--- src/rtl/alu_74382_word_seq.sv ---
// Word-wide sequencer around one combinational 74382 4-bit ALU slice.
// Feeds the slice one nibble per cycle (LSB first) and ripples its carry through a register.
module alu_74382_word_seq #(
   parameter int WORD_W   = 16,
   parameter int SELECT_W = 3,
   parameter int NIB_W    = 4
) (
   input  logic                clk,
   input  logic                rst,
   input  logic                in_valid,
   output logic                in_ready,
   input  logic [SELECT_W-1:0] in_sel,
   input  logic [WORD_W-1:0]   in_a,
   input  logic [WORD_W-1:0]   in_b,
   input  logic                in_carry,
   output logic [SELECT_W-1:0] alu_sel,
   output logic [NIB_W-1:0]    alu_a,
   output logic [NIB_W-1:0]    alu_b,
   output logic                alu_cn,
   input  logic [NIB_W-1:0]    alu_f,
   input  logic                alu_ovr,
   input  logic                alu_cout,
   output logic                out_valid,
   input  logic                out_ready,
   output logic [WORD_W-1:0]   out_result,
   output logic                out_carry,
   output logic                out_overflow
);

   localparam int NUM_NIB = WORD_W / NIB_W;
   localparam int CNT_W   = (NUM_NIB > 1) ? $clog2(NUM_NIB) : 1;
   localparam logic [CNT_W-1:0] LAST_NIB = CNT_W'(NUM_NIB - 1);

   typedef enum logic [1:0] {IDLE, RUN, DONE} state_t;

   state_t                           state_q;
   logic [CNT_W-1:0]                 cnt_q;
   logic [CNT_W-1:0]                 cnt_d;
   logic [SELECT_W-1:0]              sel_q;
   logic [NUM_NIB-1:0][NIB_W-1:0]    a_q;
   logic [NUM_NIB-1:0][NIB_W-1:0]    b_q;
   logic [NUM_NIB-1:0][NIB_W-1:0]    res_q;
   logic                             carry_q;
   logic                             out_carry_q;
   logic                             out_ovr_q;

   assign cnt_d = cnt_q + 1'b1;

   always_ff @(posedge clk) begin
      if (rst) begin
         state_q     <= IDLE;
         cnt_q       <= '0;
         sel_q       <= '0;
         a_q         <= '0;
         b_q         <= '0;
         res_q       <= '0;
         carry_q     <= 1'b0;
         out_carry_q <= 1'b0;
         out_ovr_q   <= 1'b0;
      end else begin
         case (state_q)
            IDLE: begin
               if (in_valid) begin
                  sel_q   <= in_sel;
                  a_q     <= in_a;
                  b_q     <= in_b;
                  carry_q <= in_carry;
                  cnt_q   <= '0;
                  state_q <= RUN;
               end
            end
            RUN: begin
               // The slice carry is chained for every select code, exactly as cascaded devices would be.
               res_q[cnt_q] <= alu_f;
               carry_q      <= alu_cout;
               if (cnt_q == LAST_NIB) begin
                  out_carry_q <= alu_cout;
                  out_ovr_q   <= alu_ovr;
                  cnt_q       <= '0;
                  state_q     <= DONE;
               end else begin
                  cnt_q <= cnt_d;
               end
            end
            DONE: begin
               if (out_ready) state_q <= IDLE;
            end
            default: state_q <= IDLE;
         endcase
      end
   end

   // Slice inputs come only from registers so the slice never sees in_* directly.
   assign alu_sel = sel_q;
   assign alu_a   = (state_q == RUN) ? a_q[cnt_q] : '0;
   assign alu_b   = (state_q == RUN) ? b_q[cnt_q] : '0;
   assign alu_cn  = (state_q == RUN) ? carry_q    : 1'b0;

   assign in_ready     = (state_q == IDLE);
   assign out_valid    = (state_q == DONE);
   assign out_result   = res_q;
   assign out_carry    = out_carry_q;
   assign out_overflow = out_ovr_q;

endmodule

--- config.mk ---
export PLATFORM = sky130hd
export DESIGN_NAME = alu_74382_word_seq
export DESIGN_NICKNAME = d
export VERILOG_FILES = /design/src/rtl/alu_74382_word_seq.sv
export SDC_FILE = /design/constraint.sdc
export NUM_CORES = 1
export LEC_CHECK = 0
export CAP_MARGIN = 20
export CORE_UTILIZATION = 48
export CTS_CLUSTER_SIZE = 14
export DETAILED_ROUTE_END_ITERATION = 6
export GPL_ROUTABILITY_DRIVEN = 0
export PLACE_DENSITY = 0.94
export SLEW_MARGIN = 30
export SYNTH_ARGS = -nofsm -noshare
export SYNTH_HDL_FRONTEND = slang
export SYNTH_SLANG_ARGS = --single-unit
--- constraint.sdc ---
create_clock -name clk -period 2.64 [get_ports clk]
set_input_delay 0.528 -clock clk [delete_from_list [all_inputs] [get_ports clk]]
set_output_delay 0.528 -clock clk [all_outputs]
set_load 0.01 [all_outputs]
==> results.json, run 1 <==
{
  "status": "finished, final reports clean",
  "synth-edff-count": 0,
  "clockBufferDepth": 2,
  "period_needed_ns": 2.53,
  "yosysUniqueCellTypes": 24,
  "first_iter_violations": 163,
  "synth-simple-area-share": 0.241,
  "top_layer_used": "met4",
  "synth_mux_area_frac": 0.0737,
  "r2r_slack_ns": 1.11,
  "synth_common_cells": "nand2_1, dfxtp_1, a21oi_1, nand3_1",
  "fillers": 399,
  "synth_top_cell_area_share": 0.475,
  "fin_crit_sh": 0.960,
  "hp-class": "flop to flop",
  "dpl_cell_area_um2": 3220,
  "power_density_nw_per_um2": 557,
  "drc": 0,
  "dp_hpwl_um": 4090,
  "startpoint": "state_q[0]$_SDFFE_PP0P_",
  "synth-seq-cells": 58,
  "clock.fmax_mhz": 395,
  "fin_hold_ws_ns": 0.454,
  "finalNonFillerCells": 432,
  "min-delay-start": "b_q[1]$_SDFFE_PP0P_",
  "layout.nets": 412,
  "drtAntennaViolNets": 0,
  "cap_violations": 0,
  "dp.cells": 418,
  "routed_wl_um": 5550,
  "io_pins": 78,
  "leakage_uw": 0.00122,
  "critPathMaxStageDelay_ns": 0.55,
  "start_util": 0.508,
  "worst_slew_pin_slew_ns": 0.394,
  "synthAdderAreaFrac": 0.0205,
  "ir_drop_uv": 315,
  "clkTransAtPathRegs_ns": 0.06,
  "rsz0062_at_grt": "no",
  "crit_chain": "and2b_1 > buf_4 > and2_1 > clkdlybuf4s50_1",
  "skew_ns": 0.00658,
  "first_pass_iters": 4,
  "ctsHoldBuffers": 0,
  "yosys.cell_count.top_type": "nand2_1",
  "dr_wl_met2_um": 2830,
  "antenna_found_initial": 0,
  "multi_input_area_um2": 1130,
  "floorplan.rows": 25,
  "synth_top_family_by_area": "simple AND/OR/NAND/NOR gates",
  "syn-num-nets": 336,
  "grt_max_degree": 34,
  "core_area_um2": 4820,
  "h-tree-depth": 3,
  "wl_per_cell_um": 12.9,
  "endpoint_kind": "output pin",
  "synth_xor_area_frac": 0,
  "r2r-start": "cnt_q[1]$_SDFFE_PP0P_",
  "synth_ff_type": "dfxtp_1",
  "seq_area_frac_synth": 0.475,
  "final_core_util": 0.701,
  "syn_area_um2": 2450,
  "ys.warnings.count": 0,
  "cts-root-buf": "clkbuf_8",
  "setup_tns_ns": 0,
  "slowest_stage": "dfxtp_1",
  "dr_wl_met3_um": 255,
  "viasPerCell": 5.12,
  "clock_latency_ns": 0.32,
  "slew_headroom": 0.737,
  "syn_inst": 286,
  "port_buffers": 77,
  "grt_overflow": 0,
  "dieArea_um2": 5390,
  "met1_length_um": 2380,
  "vias": 2210,
  "grt_pass1_vias": 2192,
  "grt_use_total": 0.222,
  "drv_slew": 0,
  "layout-drive-gt1-share": 0.0822,
  "tritoncts": "built",
  "yosysTopAreaCell": "dfxtp_1",
  "clock_sink_count": 58,
  "worstSetupPathType": "flop to output pin",
  "crit_fanout": 20,
  "die_w_um": 73.4,
  "synth_compound_gate_area_share": 0.126,
  "seqCellArea_um2": 1160,
  "synthArstFlopShare": 0,
  "worst_ep_required_time_ns": 2.11,
  "worst-path-buf-inv": 2,
  "fp.dieH_um": 73.4,
  "syn_area_per_cell_um2": 8.55,
  "startpoint_type": "flop",
  "cts_inserted_buffers": 9,
  "grt_pass1_wl_um": 9110,
  "cp_top_family": "buffers and inverters",
  "cp.arrival_ns": 2.01,
  "design_area_um2": 3380,
  "finalHoldViolCount": 0,
  "antennaDiodeCount": 0,
  "synth_area_leaders": "dfxtp_1, nand2_1, a21oi_1, mux4_2, nand3_1",
  "area_delta_synth_final_pct": 38.1,
  "setup_violations": 0
}
[registers in the layout, indices dropped and copies added, names as in the netlist]
| register | cells |
|---|---|
| a_q | 16 |
| b_q | 16 |
| out_result | 16 |
| alu_sel | 3 |
| cnt_q | 2 |
| state_q | 2 |
| carry_q | 1 |
| out_carry | 1 |
| out_overflow | 1 |
[worst min-delay path: cells and delay by family, from the launching register on]
family / cells / cell delay, ns
flops: 1 / 0.31
simple gates: 1 / 0.05
compound gates: 1 / 0.05
[area by class of cell]
class                           instances  share of cell area
Timing Repair Buffer                   86               0.248
Multi-Input combinational cell        204               0.335
Sequential cell                        58               0.344
Clock buffer                           14              0.0452
Tap cell                               67              0.0248
Inverter                                3             0.00333
[placed cells by master, fill, tap and decap left out, types with 2 or more instances in the layout]
cell type / instances
buf_4: 8
inv_1: 3
ha_1: 4
nand2b_1: 2
nand2_1: 89
clkbuf_8: 10
nand3_1: 19
clkbuf_1: 4
dfxtp_1: 57
nand3b_1: 4
mux4_2: 8
nor2_1: 4
clkdlybuf4s50_1: 76
and2_1: 9
a21oi_1: 57
[through the flow]
stage,total power [uW],setup slack (ns)
global placement,1230,0.426
CTS,1890,0.0625
detailed placement,1240,0.419
global route,1950,0.00416
finish,1880,0.106
floorplan,1120,0.850
[report_power, final]
| part | switching [uW] | leakage, uW | internal (uW) |
|---|---|---|---|
| clock | 300 | 0.0000766 | 357 |
| combinational | 125 | 0.000667 | 150 |
| sequential | 26.8 | 0.000475 | 920 |
| total | 452 | 0.00122 | 1430 |
[worst paths after layout]
path,cells after the start,end
hold / removal,2,b_q[1]$_SDFFE_PP0P_
setup reg to reg,4,out_carry$_SDFFE_PP0P_
hold reg to reg,2,b_q[1]$_SDFFE_PP0P_
setup / recovery,4,alu_b[2]
[what timing repair did]
item / CTS / global route
setup endpoints to repair: 0 / 4
gates resized for setup: 0 / 2
setup buffers: 0 / 0
[cell families after synthesis]
| logic type | Yosys count |
|---|---|
| AND/OR/NAND/NOR | 132 |
| AO/OA/AOI/OAI | 60 |
| flip-flops | 58 |
| buffers and inverters | 24 |
| multiplexers | 8 |
| adder cells (fa/ha/maj) | 4 |
[routing by layer]
layer	GRT usage	up-vias
met5	0	-
met4	0.115	0
met3	0.0384	7
met2	0.387	79
met1	0.260	1014
li1	-	1110
Power figures use the tool's default switching activity.
==> run 2: changes to the inputs <==
--- a/config.mk
+++ b/config.mk
@@ -6,11 +6,13 @@
 export NUM_CORES = 1
 export LEC_CHECK = 0
 export CAP_MARGIN = 20
-export CORE_UTILIZATION = 48
+export CORE_UTILIZATION = 65
 export CTS_CLUSTER_SIZE = 14
 export DETAILED_ROUTE_END_ITERATION = 6
+export DONT_BUFFER_PORTS = 1
 export GPL_ROUTABILITY_DRIVEN = 0
-export PLACE_DENSITY = 0.94
+export PLACE_DENSITY = 0.92
+export REMOVE_ABC_BUFFERS = 1
 export SLEW_MARGIN = 30
 export SYNTH_ARGS = -nofsm -noshare
 export SYNTH_HDL_FRONTEND = slang
==> run 2 against run 1 <==
Against the previous run:
- first-iteration DRC count increased by 4.9%
- combinational power decreased by 45%
- highest routed layer unchanged
- total power increased by 5.0%
- largest power group unchanged
- wire length decreased by 13%
- worst hold slack got worse by 0.20 ns
- largest cell class unchanged
- cell count decreased by 23%
- critical path depth decreased by 1
- via count decreased by 14%
- count of clock-buffer cells in the layout increased by 1
- fmax increased by 9.8%
- sequential power increased by 0.6%
==> results.json, run 2 (synthesis gave the netlist of run 1 again) <==
{
  "h-tree-depth": 3,
  "holdPathStages": 1,
  "finalHoldViolCount": 0,
  "leakage_uw": 0.000944,
  "r2r_end": "a_q[9]$_SDFFE_PP0P_",
  "worst_ep_required_time_ns": 2.11,
  "finalNonFillerCells": 332,
  "drc": 0,
  "crit_fanout": 9,
  "setup_tns_ns": 0,
  "holdPathEnd": "a_q[15]$_SDFFE_PP0P_",
  "cp_top_family": "multiplexers",
  "mostFrequentLayoutCells": "nand2_1, dfxtp_1, a21oi_1, nand3_1, clkbuf_8",
  "final_common_cell": "nand2_1",
  "wl_per_cell_um": 14.5,
  "port_buffers": 0,
  "layout.nets": 331,
  "drv_slew": 0,
  "first_iter_violations": 171,
  "final_core_util": 0.754,
  "power_density_nw_per_um2": 755,
  "worst_slew_pin_slew_ns": 0.772,
  "period_needed_ns": 2.31,
  "ir_drop_uv": 519,
  "cap_violations": 0,
  "worstSetupPathType": "flop to output pin",
  "start_util": 0.705,
  "grt_use_total": 0.263,
  "cts_setup_buffers": 0,
  "dieArea_um2": 4010,
  "cp.arrival_ns": 1.78,
  "clkTransAtPathRegs_ns": 0.06,
  "routed_wl_um": 4830,
  "viasPerCell": 5.75,
  "r2r_cells": 4,
  "dpl_cell_area_um2": 2400,
  "core_area_um2": 3470,
  "fillers": 272,
  "drtAntennaViolNets": 0,
  "floorplan.rows": 21,
  "min-delay-start": "rst",
  "cts-root-buf": "clkbuf_8",
  "die_w_um": 63.3,
  "hp-class": "primary input to flop",
  "layout-drive-gt1-share": 0.0979,
  "startpoint": "cnt_q[0]$_SDFFE_PP0P_",
  "endpoint_kind": "output pin",
  "dp.cells": 316,
  "r2r-start": "state_q[0]$_SDFFE_PP0P_",
  "critPathMaxStageDelay_ns": 0.52,
  "clock_latency_ns": 0.33,
  "design_area_um2": 2610,
  "worst-path-buf-inv": 1,
  "slew_headroom": 0.486,
  "io_pins": 78,
  "r2r_slack_ns": 0.83,
  "rsz0062_at_grt": "no",
  "fp.dieH_um": 63.3,
  "grt_max_degree": 59,
  "area_delta_synth_final_pct": 6.85,
  "status": "finished, final reports clean",
  "fin_crit_sh": 0.874,
  "clockBufferDepth": 2,
  "slowest_stage": "mux4_2",
  "skew_ns": 0.00559,
  "tritoncts": "built",
  "antennaDiodeCount": 0,
  "ctsHoldBuffers": 0,
  "cts_inserted_buffers": 9,
  "crit_chain": "buf_4 > mux4_2 > and2_1",
  "clock_sink_count": 58,
  "grt_pass1_wl_um": 8070,
  "clock.fmax_mhz": 433,
  "startpoint_type": "flop",
  "cts_resized": 0,
  "grt_pass1_vias": 1873,
  "grt_overflow": 0,
  "vias": 1910,
  "dp_hpwl_um": 3200,
  "antenna_found_initial": 0,
  "first_pass_iters": 4,
  "setup_violations": 0
}
==> run 2: changes by cell type in the layout (fill, tap and decap cells not counted), sizes merged <==
| cell | before | now |
|---|---|---|
| bufinv | 0 | 1 |
| buf | 10 | 5 |
| clkbuf | 14 | 15 |
| clkdlybuf4s50 | 76 | 0 |
==> run 2: report_power, final <==
group	switching (uW)	internal (uW)
Sequential	33.3	920
Clock	329	540
Combinational	84.8	66.0
Total	447	1530
==> run 2: metal layers <==
metal | routed length (um) | up-vias | global-route usage
met5 | 0 | - | 0
met4 | 63 | 0 | 0.0852
met3 | 469 | 8 | 0.136
met2 | 2380 | 73 | 0.445
met1 | 1920 | 881 | 0.279
li1 | - | 948 | -
==> run 2: worst max-delay path by stage <==
stage	cells after the start	end	slack, ns
5_1_grt	3	alu_a[1]	0.24
3_3_place_gp	3	alu_a[0]	0.70
3_5_place_dp	3	alu_a[3]	0.69
6_report	3	alu_a[1]	0.33
4_1_cts	3	alu_a[1]	0.30
2_1_floorplan	2	alu_a[0]	0.72
==> run 2: cell type report <==
cell class | count | area (um^2) | area share
timing repair buffer | 5 | 37.5 | 0.0144
clock inverter | 1 | 30.0 | 0.0115
inverter | 3 | 11.3 | 0.00431
clock buffer | 15 | 186 | 0.0713
sequential | 58 | 1160 | 0.444
multi-input combinational | 204 | 1130 | 0.432
tap | 46 | 57.6 | 0.0220
==> run 2: stage by stage <==
step / hold slack (ns) / total power [uW] / setup slack (ns)
global placement: 0.433 / 1120 / 0.702
finish: 0.253 / 1970 / 0.332
global route: 0.238 / 2060 / 0.235
floorplan: 0.427 / 1080 / 0.723
detailed placement: 0.442 / 1120 / 0.690
CTS: 0.242 / 1980 / 0.296
==> edit 1 (config.mk and constraints of run 2) <==
Register the output `out_overflow` once more, cleared by the reset; this adds one clock of latency there. The other outputs are not delayed to match.
--- a/src/rtl/alu_74382_word_seq.sv
+++ b/src/rtl/alu_74382_word_seq.sv
@@ -101,5 +101,11 @@
    assign out_result   = res_q;
    assign out_carry    = out_carry_q;
-   assign out_overflow = out_ovr_q;
+   always_ff @(posedge clk) begin
+      if (rst) begin
+         out_overflow <= '0;
+      end else begin
+         out_overflow <= out_ovr_q;
+      end
+   end
 
 endmodule
Behaviour: not the same (a bounded check fails within 10 cycles, from zero or initial values and one cycle with rst high).
==> edit 1 against run 2 <==
- routed wire length increased by 1.4%
- synthesized area increased by 1.2%
- sequential cell count increased by 1
- critical path depth unchanged
- total power decreased by 3.5%
- design area about the same
- worst setup slack improved by 0.078 ns
- synthesized cell count increased by 1.0%
- sequential share of layout area increased by 0.72 points
==> edit 1: results (changes against run 2) <==
[drt]
wl_met3_um = 413  ; -12%
wl_met1_um = 2100  ; +9.5%
via_per_inst = 5.62  ; -2.3%
wl_met2_um = 2280  ; -4.1%
drtIter0Drc = 136  ; -20%

[place]
dp_slack_ns = 0.733  ; +0.0428 ns
placed_cell_area_um2 = 2420  ; +0.89%

[layout]
finalNetCount = 332  ; +0.30%
seq_area_um2 = 1180  ; +1.7%
fillers = 278  ; +2.2%

[timing]
fin_worst_skew_ns = 0.00555  ; -0.0000446 ns
relSlewSlack = 0.624  ; +0.139
period_share = 0.845  ; -0.0296
whs_ns = 0.259  ; +0.00574 ns

[pwr]
powerDensity_nw_per_um2 = 728  ; -3.5%
ir_drop_v = 0.000509  ; -1.8%
p_sw_frac = 0.233  ; +0.00610
p_leak_nw = 0.944  ; about the same

[worst_setup_path]
critPathMaxFanout = 10  ; +1
rr_startpoint = cnt_q[1]$_SDFFE_PP0P_

[outcome]
outcome = complete, no violations

[global_route]
use_met3 = 0.0924  ; -0.0435
grt_pass1_vias = 1774  ; -5.3%

[yosys]
synth_compound_area_frac = 0.125  ; -0.00153
synth_fa_ha_area_frac = 0.0202  ; -0.000248
muxShareOfSynthArea = 0.0728  ; -0.000893
synth.top_cells.by_area = dfxtp_1, nand2_1, a21oi_1
synth_common_cells = nand2_1, dfxtp_1, a21oi_1

==> edit 1: power by group through the flow <==
| stage | Combinational, mW | Sequential (mW) | Clock (mW) |
|---|---|---|---|
| floorplan | 0.115 | 0.982 | 0 |
| global placement | 0.148 | 0.984 | 0 |
| CTS | 0.152 | 0.968 | 0.806 |
| finish | 0.150 | 0.968 | 0.787 |
| detailed placement | 0.152 | 0.987 | 0 |
| global route | 0.170 | 0.973 | 0.855 |
==> edit 1: cell type report <==
class | count | area share
flip-flops and latches | 59 | 0.451
multi-input cells | 205 | 0.434
clock buffers | 14 | 0.0736
well taps | 48 | 0.0230
repair buffers | 4 | 0.0115
inverters | 3 | 0.00430
clock inverters | 1 | 0.00191
==> edit 1: per-stage QoR <==
stage,util,power (mW),std cells
final,0.715,1.90,334
after global routing,0.715,2.00,334
after global placement,0.661,1.13,319
after detailed placement,0.661,1.14,319
after CTS,0.715,1.93,334
after floorplan,-,1.10,267
==> edit 2 (config.mk and constraints of run 2) <==
Without the edit above. `SELECT_W`: 3 -> 4.
--- a/src/rtl/alu_74382_word_seq.sv
+++ b/src/rtl/alu_74382_word_seq.sv
@@ -3,5 +3,5 @@
 module alu_74382_word_seq #(
    parameter int WORD_W   = 16,
-   parameter int SELECT_W = 3,
+   parameter int SELECT_W = 4,
    parameter int NIB_W    = 4
 ) (
Ports: changed (resized alu_sel and in_sel); port bits go from 78 to 80. No check against the original RTL was run, so the function may have changed too.
==> edit 2 against run 2 <==
- critical path depth fell by 1
- worst setup slack got worse by 0.11 ns
- non-clock buffer count fell by 2
- routed wire length rose by 7.1%
- highest routed layer unchanged
- maximum frequency fell by 4.7%
- worst hold slack improved by 0.0024 ns
- total power rose by 3.6%
- largest cell class unchanged
- sequential share of layout area rose by 0.23 points
- synthesized cell count rose by 1.7%
- sequential power rose by 2.3%
- sequential cell count rose by 1
- critical endpoint unchanged
- synthesized area rose by 0.92%
- design area rose by 1.2%
==> edit 2: results (changes against run 2) <==
[drt]
wl_per_cell_um = 15.4  ; +5.8%
drtIter0Drc = 177  ; +3.5%
wl_met1_um = 2020  ; +5.4%
vias = 1925  ; +0.79%
wl_met3_um = 410  ; -13%

[layout]
fillers = 283  ; +4.0%
finalNetCount = 334  ; +0.91%
final_layout_size_suffix_gt1_frac = 0.0972  ; -0.000680

[outcome]
outcome = complete, no violations

[yosys]
synth_fa_ha_area_frac = 0.0203  ; -0.000187
ys_types = 23  ; -4.2%
synth_xor_area_frac = 0  ; unchanged
synth_compound_area_frac = 0.127  ; +0.000875
synth_common_cells = nand2_1, dfxtp_1, a21oi_1
synth_seq_area_share = 0.478  ; +0.00378
async_flop_share = 0  ; unchanged
synth.top_cells.by_area = dfxtp_1, nand2_1, a21oi_1
muxShareOfSynthArea = 0.0730  ; -0.000672
synthCells = 291  ; +1.7%

[place]
dp_cells = 320  ; +1.3%
hpwl_um = 3340  ; +4.4%
dp_slack_ns = 0.525  ; -0.165 ns
placed_cell_area_um2 = 2420  ; +0.84%

[pwr]
ir_drop_v = 0.000469  ; -9.5%
p_leak_nw = 0.949  ; +0.62%

[worst_setup_path]
critPathMaxFanout = 13  ; +4
critPathMaxStageDelay_ns = 0.78  ; +0.26 ns
crit_slowest_cell = dfxtp_1
rrSetupSlack_ns = 0.76  ; -0.07 ns
worstPathArrival_ns = 1.90  ; +0.12 ns

[timing]
relSlewSlack = 0.526  ; +0.0406
period_share = 0.918  ; +0.0435
whs_ns = 0.256  ; +0.00235 ns

[global_route]
track_usage = 0.271  ; +0.00824
grt_pass1_wl_um = 8300  ; +2.8%
grt_start_max_net_pins = 60  ; +1.7%

[clock_network]
cts-htree-levels = 3  ; unchanged

-- edit 2: kinds of logic (layout without fill, tap and decap cells) --
kind of cell               Yosys count  count (layout)
AOI/OAI and AO/OA                   61              61
adders and majority gates            4               4
buffers and inverters               25              22
DFF                                 59              59
muxes                                8               8
and+or+nand+nor                    134             134
-- edit 2: layout make-up --
cell class	instances	area, um^2	area share
Clock buffer	12	155	0.0587
Clock inverter	4	72.6	0.0274
Sequential cell	59	1180	0.447
Multi-Input combinational cell	207	1140	0.432
Inverter	3	11.3	0.00426
Tap cell	48	60.1	0.0227
Timing Repair Buffer	3	22.5	0.00851
-- edit 2: where the power goes --
group / internal (mW) / switching [mW]
sequential: 0.935 / 0.0400
clock: 0.582 / 0.339
combinational: 0.0641 / 0.0834
total: 1.58 / 0.463
-- edit 2: worst paths after layout --
path	to
min reg2reg	a_q[10]$_SDFFE_PP0P_
max reg2reg	out_result[14]$_SDFFE_PP0P_
max	alu_a[1]
min	alu_sel[3]$_SDFFE_PP0P_
-- edit 2: worst max-delay path, delay by kind of cell, from the launching register on --
family           cells  cell delay, ns
muxes                1            0.58
DFF                  1            0.78
and+or+nand+nor      1            0.21
-- edit 2: layer usage --
metal | vias to the layer above | track usage
li1 | 956 | -
met1 | 891 | 0.296
met2 | 72 | 0.475
met3 | 6 | 0.0833
met4 | 0 | 0.125
met5 | - | 0
